File: src/rtl/crtc_row_fetch.sv
// crtc_row_fetch: DMA row-fetch and double-buffer engine for the CRT controller.
// A fetch FSM pulls one character row from the DMA controller into the fetch
// buffer in bursts separated by idle gaps. The other buffer feeds the display.
// row_adv swaps the two buffers.
//
// Parameters: MAX_COLS (row buffer depth), BURST (transfers per DRQ burst),
//             GAP (idle clocks between bursts).
// Ports:
//   clk, rst_n            system clock, asynchronous active-low reset
//   cfg_cols, cfg_rows    columns-1 / rows-1, both sampled at frame_start
//   frame_start, row_adv  frame and row strobes from the timing generator
//   drq / dack / ichar    DMA request, acknowledge and data
//   char_en / char_out    display strobe and registered display character
//   irq / irq_ack         sticky end-of-screen interrupt and its clear
//   underrun              sticky flag, set when a row was not fetched in time
//   underrun_cnt          underrun event counter
// Optional feature: define CRTC_FETCH_STATS_EN to build the underrun counter.
// Without it, underrun_cnt is tied to zero.
module crtc_row_fetch #(
  parameter int unsigned MAX_COLS = 80,
  parameter int unsigned BURST    = 1,
  parameter int unsigned GAP      = 7
) (
  input  logic        clk,
  input  logic        rst_n,
  input  logic [6:0]  cfg_cols,
  input  logic [5:0]  cfg_rows,
  input  logic        frame_start,
  input  logic        row_adv,
  output logic        drq,
  input  logic        dack,
  input  logic [7:0]  ichar,
  input  logic        char_en,
  output logic [7:0]  char_out,
  output logic        irq,
  input  logic        irq_ack,
  output logic        underrun,
  output logic [15:0] underrun_cnt
);

  localparam int unsigned AW        = (MAX_COLS > 1) ? $clog2(MAX_COLS) : 1;
  localparam logic [7:0]  MAXC      = 8'(MAX_COLS);
  localparam logic [7:0]  COL_LAST  = 8'(MAX_COLS - 1);
  localparam logic [3:0]  BEAT_LAST = 4'(BURST - 1);
  localparam logic [7:0]  GAP_LAST  = 8'((GAP > 0) ? GAP - 1 : 0);
  localparam bit          HAS_GAP   = (GAP != 0);

  typedef enum logic [2:0] {S_IDLE, S_FETCH, S_GAP, S_DONE, S_STOP} state_t;

  state_t      state, state_d;
  logic        sel;              // display buffer index; the fetch buffer is ~sel
  logic [7:0]  len [2];
  logic [7:0]  mem [2][MAX_COLS];
  logic [7:0]  wr_ptr, rd_ptr;
  logic [6:0]  row, row_nxt;
  logic [7:0]  cols_q;
  logic [5:0]  rows_q;
  logic [3:0]  beat_cnt;
  logic [7:0]  gap_cnt;

  logic xfer, eor, eos, swap, adv, in_flight, wr_en, irq_set, ur_set;
  logic       dsel, rd_hit;
  logic [7:0] dptr;

  always_comb begin
    state_d   = state;
    xfer      = drq & dack;
    eor       = (ichar == 8'hF1);
    eos       = (ichar == 8'hF3);
    swap      = row_adv & ~frame_start;
    in_flight = (state == S_FETCH) || (state == S_GAP);
    adv       = swap & (in_flight || (state == S_DONE));
    wr_en     = xfer & ~frame_start & ~eor & ~eos;
    ur_set    = adv & in_flight;
    row_nxt   = row + 7'd1;
    irq_set   = 1'b0;
    if (frame_start) begin
      state_d = S_FETCH;
    end else if (adv) begin
      state_d = (row_nxt <= {1'b0, rows_q}) ? S_FETCH : S_STOP;
      irq_set = (row == {1'b0, rows_q});
    end else begin
      case (state)
        S_FETCH: begin
          if (xfer) begin
            if (eos) begin
              state_d = S_STOP;
              irq_set = 1'b1;
            end else if (eor || (wr_ptr == cols_q)) begin
              state_d = S_DONE;
            end else if ((beat_cnt == BEAT_LAST) && HAS_GAP) begin
              state_d = S_GAP;
            end
          end
        end
        S_GAP:   if (gap_cnt == '0) state_d = S_FETCH;
        default: ;
      endcase
    end
    // char_en coinciding with a swap reads position 0 of the incoming buffer
    dsel   = swap ? ~sel : sel;
    dptr   = swap ? '0 : rd_ptr;
    rd_hit = (dptr < len[dsel]);
  end

  always_ff @(posedge clk or negedge rst_n) begin
    if (!rst_n) begin
      state <= S_IDLE;
      drq   <= 1'b0;
    end else begin
      state <= state_d;
      drq   <= (state_d == S_FETCH);
    end
  end

  always_ff @(posedge clk) begin
    if (wr_en) mem[~sel][wr_ptr[AW-1:0]] <= ichar;
  end

  always_ff @(posedge clk or negedge rst_n) begin
    if (!rst_n) begin
      sel      <= 1'b0;
      len[0]   <= '0;
      len[1]   <= '0;
      wr_ptr   <= '0;
      rd_ptr   <= '0;
      row      <= '0;
      cols_q   <= '0;
      rows_q   <= '0;
      beat_cnt <= '0;
      gap_cnt  <= '0;
      char_out <= '0;
      irq      <= 1'b0;
      underrun <= 1'b0;
    end else begin
      if (frame_start) begin
        wr_ptr    <= '0;
        len[~sel] <= '0;
        row       <= '0;
        cols_q    <= ({1'b0, cfg_cols} >= MAXC) ? COL_LAST : {1'b0, cfg_cols};
        rows_q    <= cfg_rows;
      end else begin
        if (wr_en) begin
          wr_ptr    <= wr_ptr + 8'd1;
          len[~sel] <= wr_ptr + 8'd1;
        end
        if (swap) begin
          sel      <= ~sel;
          wr_ptr   <= '0;
          len[sel] <= '0;
        end
        if (adv) row <= row_nxt;
      end

      if (frame_start || swap || (state_d != S_FETCH)) beat_cnt <= '0;
      else if (xfer) beat_cnt <= (beat_cnt == BEAT_LAST) ? '0 : beat_cnt + 4'd1;

      if ((state_d == S_GAP) && (state != S_GAP)) gap_cnt <= GAP_LAST;
      else if (state == S_GAP) gap_cnt <= gap_cnt - 8'd1;

      if (irq_set) irq <= 1'b1;
      else if (irq_ack) irq <= 1'b0;

      if (frame_start) underrun <= 1'b0;
      else if (ur_set) underrun <= 1'b1;

      if (char_en) begin
        char_out <= rd_hit ? mem[dsel][dptr[AW-1:0]] : 8'h00;
        rd_ptr   <= (dptr == MAXC) ? dptr : dptr + 8'd1;
      end else if (swap) begin
        rd_ptr <= '0;
      end
    end
  end

`ifdef CRTC_FETCH_STATS_EN
  logic [15:0] ur_cnt;
  always_ff @(posedge clk or negedge rst_n) begin
    if (!rst_n) ur_cnt <= '0;
    else if (ur_set) ur_cnt <= ur_cnt + 16'd1;
  end
  assign underrun_cnt = ur_cnt;
`else
  assign underrun_cnt = '0;
`endif

endmodule

File: config.mk
export PLATFORM = sky130hd
export DESIGN_NAME = crtc_row_fetch
export DESIGN_NICKNAME = d
export VERILOG_FILES = /design/src/rtl/crtc_row_fetch.sv
export SDC_FILE = /design/constraint.sdc
export NUM_CORES = 2
export LEC_CHECK = 0
export ABC_AREA = 1
export CORE_UTILIZATION = 41
export CTS_BUF_LIST = sky130_fd_sc_hd__clkbuf_16
export CTS_CLUSTER_DIAMETER = 150
export DETAILED_ROUTE_END_ITERATION = 7
export PLACE_DENSITY = 0.61
export RECOVER_POWER = 25
export SYNTH_ARGS = -nofsm -noshare
export SYNTH_HDL_FRONTEND = slang
export SYNTH_SLANG_ARGS = --single-unit
File: constraint.sdc
create_clock -name clk -period 4.76 [get_ports clk]
set_input_delay 1.428 -clock clk [delete_from_list [all_inputs] [get_ports clk]]
set_output_delay 1.428 -clock clk [all_outputs]
set_load 0.005 [all_outputs]
==> flow_metrics.py <==
metrics = {
    "timing": {
        "hold_violations": 0,
        "finalWorstPathRequiredPeriod_ps": 4344,
        "grt_setup_unrepaired": "no",
        "tns_ps": 0,
        "worstMarginPinSlew_ps": 3725,
        "setup_viol_count_final": 0,
        "clock.fmax_mhz": 230.2,
        "clock-skew-final_ps": 21.29,
        "timing.hold.ws_ps": 493.1,
        "remaining_max_slew_budget_at_the_tightest_pin_pct": -148.3,
        "period_share_pct": 91.25,
        "finalMaxSlewViolations": 595,
    },
    "synthesis": {
        "yosys_warnings": 0,
        "ys.flop_type": "sky130_fd_sc_hd__edfxtp_1",
        "post_synth_instance_area_um2": 57150,
        "postSynth.asyncResetShare_pct": 5.813,
        "seq_area_frac_synth_pct": 70.71,
        "synth_edf_count": 1280,
        "syn-mean-instance-area_um2": 11.28,
        "netlist-cell-type-count": 43,
        "netlist_instances": 5066,
        "postSynthRegisterBits": 1359,
    },
    "worst_setup_path": {
        "critical-path-slowest-cell": "sky130_fd_sc_hd__buf_2",
        "r2r_setup_slack_ps": 1650,
        "crit_path_end_kind": "flip-flop",
        "worstPathBufferInverterCount": 2,
        "critPathKind": "in -> reg",
        "rr_startpoint": "sel",
        "setup.worst_path.start": "ichar[5]",
        "critical_path_required_ps": 4760,
        "critPathLaunchType": "primary input",
        "crit_fanout": 160,
        "arrival_time_of_the_worst_setup_path_ps": 4350,
        "crit_family": "buffers and inverters",
        "worstPathCellList": "buf_6 > buf_2",
        "rr_worst_depth": 15,
        "worst_path_largest_cell_delay_ps": 2330,
        "reg2reg_to": "char_out[0]",
    },
    "placement": {
        "final_hpwl_dp_um": 94410,
        "placer_congestion_estimate": 0.8600,
        "port_buffers": 38,
    },
    "power_and_ir_drop": {
        "pwr_density_cell_nw_per_um2": 468.9,
        "post-layout-total-power_mw": 30.64,
        "p_leak_nw": 24.16,
        "ir_drop_mv": 0.4000,
    },
    "clock_network": {
        "resized_cells_post_cts": 0,
        "htreeDepth": 4,
        "post_cts_hold_buffer_count": 0,
        "clock_latency_ps": 760,
        "clk_root_buffer_cell": "sky130_fd_sc_hd__clkbuf_16",
        "cts_buffers": 143,
        "post_cts_repair_timing_setup_buffer_count": 0,
        "clockBufferDepth": 3,
        "clkTransAtPathRegs_ps": 60,
        "tritoncts_clock_tree": "built",
        "tritoncts_num_sinks": 1359,
    },
    "flow_run": {
        "max_cap_violations": 7,
    },
    "worst_hold_path": {
        "holdCritPathClass": "reg -> reg",
        "worstHoldPathCells": 2,
        "min-delay-start": "rows_q[0]",
        "hold-path-endpoint": "rows_q[0]",
    },
    "detailed_routing": {
        "avgRoutedWirePerCell_um": 22.25,
        "totalWireLength_um": 158200,
        "drt_first_iter_violations": 4300,
        "drt-vias-per-instance": 5.494,
        "route.detailed.drc": 0,
        "via_count": 39070,
        "total_iterations_of_the_first_detailed_routing_run": 6,
        "antenna_left": 0,
    },
    "global_route": {
        "grt_pass1_vias": 36760,
        "grt_antenna_before_repair": 5,
        "maximum_number_of_pins_on_one_net_before_global_route_repair": 161,
        "grt_pass1_wl_um": 236600,
        "grt_overflow": 0,
        "track_usage_pct": 22.23,
    },
    "cells_and_area": {
        "drive_above_1_share_pct": 9.161,
        "final_net_count": 5249,
        "layout.cells.most_common": "sky130_fd_sc_hd__nand2_1",
        "most_frequent_cells_in_the_layout": "1441 x sky130_fd_sc_hd__nand2_1, 1280 x sky130_fd_sc_hd__edfxtp_1, 1144 x sky130_fd_sc_hd__nand3_1, 220 x sky130_fd_sc_hd__buf_4, 209 x sky130_fd_sc_hd__inv_1",
        "synthToLayoutAreaGrowth_pct": 14.35,
    },
    "floorplanning": {
        "die-width_um": 375.4,
        "start_util_pct": 41.47,
        "design.core.area_um2": 137800,
        "ioPinCount": 55,
        "rows": 136,
        "floorplan.die_area_um2": 140900,
        "fp.dieH_um": 375.4,
    },
    "run_status": {
        "outcome": "complete, but fails checks",
        "violations": "max-capacitance violations, max-slew violations",
    },
}
## registers in the layout, indices dropped and copies added (netlist names), 3 cells and up
| signal | flops |
|---|---|
| row | 7 |
| rd_ptr | 8 |
| char_out | 8 |
| state | 3 |
| wr_ptr | 8 |
| rows_q | 6 |
| gap_cnt | 8 |
| mem | 1280 |
| len | 16 |
| beat_cnt | 4 |
| cols_q | 7 |
## how the worst max path moves through the flow
stage               depth (start not counted)  slack, ps           to
floorplan                                  16       1070  char_out[0]
global placement                           16        220  char_out[0]
detailed placement                         16        180  char_out[0]
CTS                                        17        970  char_out[4]
global route                                3        360  mem[0][160]
finish                                      2        420  mem[0][485]
## routing by layer
metal  up-vias  routed length, µm  global-route usage, %
met1     19090              67520                  31.80
met2      1695              72470                  34.52
li1      18030                  -                      -
met4         2               4593                  7.031
met3       254              13610                  3.811
met5         -                 13                      0
## final cells by class
class,count,area (µm²)
clock inverters,113,952.2
multi-input cells,3201,14510
fillers,12310,72480
inverters,191,742.0
clock buffers,148,3704
diodes,1,2.502
well taps,1794,2245
repair buffers,304,2784
flip-flops and latches,1359,40420
## cell usage after synthesis (8+ instances only)
library cell	count	share of area [%]
sky130_fd_sc_hd__a21oi_1	128	1.1
sky130_fd_sc_hd__a22oi_1	9	0.12
sky130_fd_sc_hd__buf_1	22	0.14
sky130_fd_sc_hd__buf_2	161	1.4
sky130_fd_sc_hd__buf_4	40	0.53
sky130_fd_sc_hd__clkbuf_1	102	0.67
sky130_fd_sc_hd__dfrtp_1	79	3.5
sky130_fd_sc_hd__edfxtp_1	1280	67
sky130_fd_sc_hd__ha_1	21	0.46
sky130_fd_sc_hd__inv_1	182	1.2
sky130_fd_sc_hd__nand2_1	1441	9.5
sky130_fd_sc_hd__nand3_1	1144	10
sky130_fd_sc_hd__nand3b_1	25	0.33
sky130_fd_sc_hd__nand4_1	12	0.13
sky130_fd_sc_hd__nor2_1	194	1.3
sky130_fd_sc_hd__nor3_1	54	0.47
sky130_fd_sc_hd__o211ai_1	28	0.37
sky130_fd_sc_hd__o21ai_0	62	0.54
sky130_fd_sc_hd__o21ai_1	8	0.070
sky130_fd_sc_hd__o22ai_1	13	0.14
sky130_fd_sc_hd__xor2_1	14	0.21
## cells by family (layout without fill, tap and decap cells)
logic type                 after synthesis  after routing  share of synthesized area [%]
AOI/OAI and AO/OA                      259            259                          2.511
xor gates and xnor gates                18             18                         0.2758
adders and majority gates               21             21                         0.4597
buffers and inverters                  521            756                          4.103
DFF                                   1359           1359                          70.71
other                                    1             17                       0.006561
and+or+nand+nor                       2887           2887                          21.93
## per-stage QoR
stage	util [%]	instances	setup WS, ps	area [µm²]
CTS	47.48	7110	966.9	65440
finish	47.42	7111	416.4	65360
global route	47.42	7111	358.5	65360
floorplan	-	5081	1069	57210
global placement	44.10	6849	219.8	60790
detailed placement	44.10	6849	183.4	60790
## report_power, final
group          switching [mW]  leakage [nW]  total [mW]  internal (mW)
clock network            4.66          2.38        11.1           6.41
logic                    4.43          9.26        6.20           1.77
registers               0.146          12.5        13.4           13.2
total                    9.24          24.2        30.6           21.4
## worst register-to-register path: stages (launching register included)
cell and delay [ps]:
sky130_fd_sc_hd__dfrtp_4 520, sky130_fd_sc_hd__inv_6 190, sky130_fd_sc_hd__nand2_2 140, sky130_fd_sc_hd__nand2_8 140, sky130_fd_sc_hd__buf_12 270, sky130_fd_sc_hd__buf_12 440
sky130_fd_sc_hd__nand2_1 180, sky130_fd_sc_hd__nand3_1 110, sky130_fd_sc_hd__nand3_1 100, sky130_fd_sc_hd__nand3_1 160, sky130_fd_sc_hd__nand3_1 100, sky130_fd_sc_hd__nand3_1 300
sky130_fd_sc_hd__nand3_1 120, sky130_fd_sc_hd__nand3_1 170, sky130_fd_sc_hd__nand2_1 70, sky130_fd_sc_hd__nand2_1 50
No activity file was read; power rests on OpenSTA's default activity.
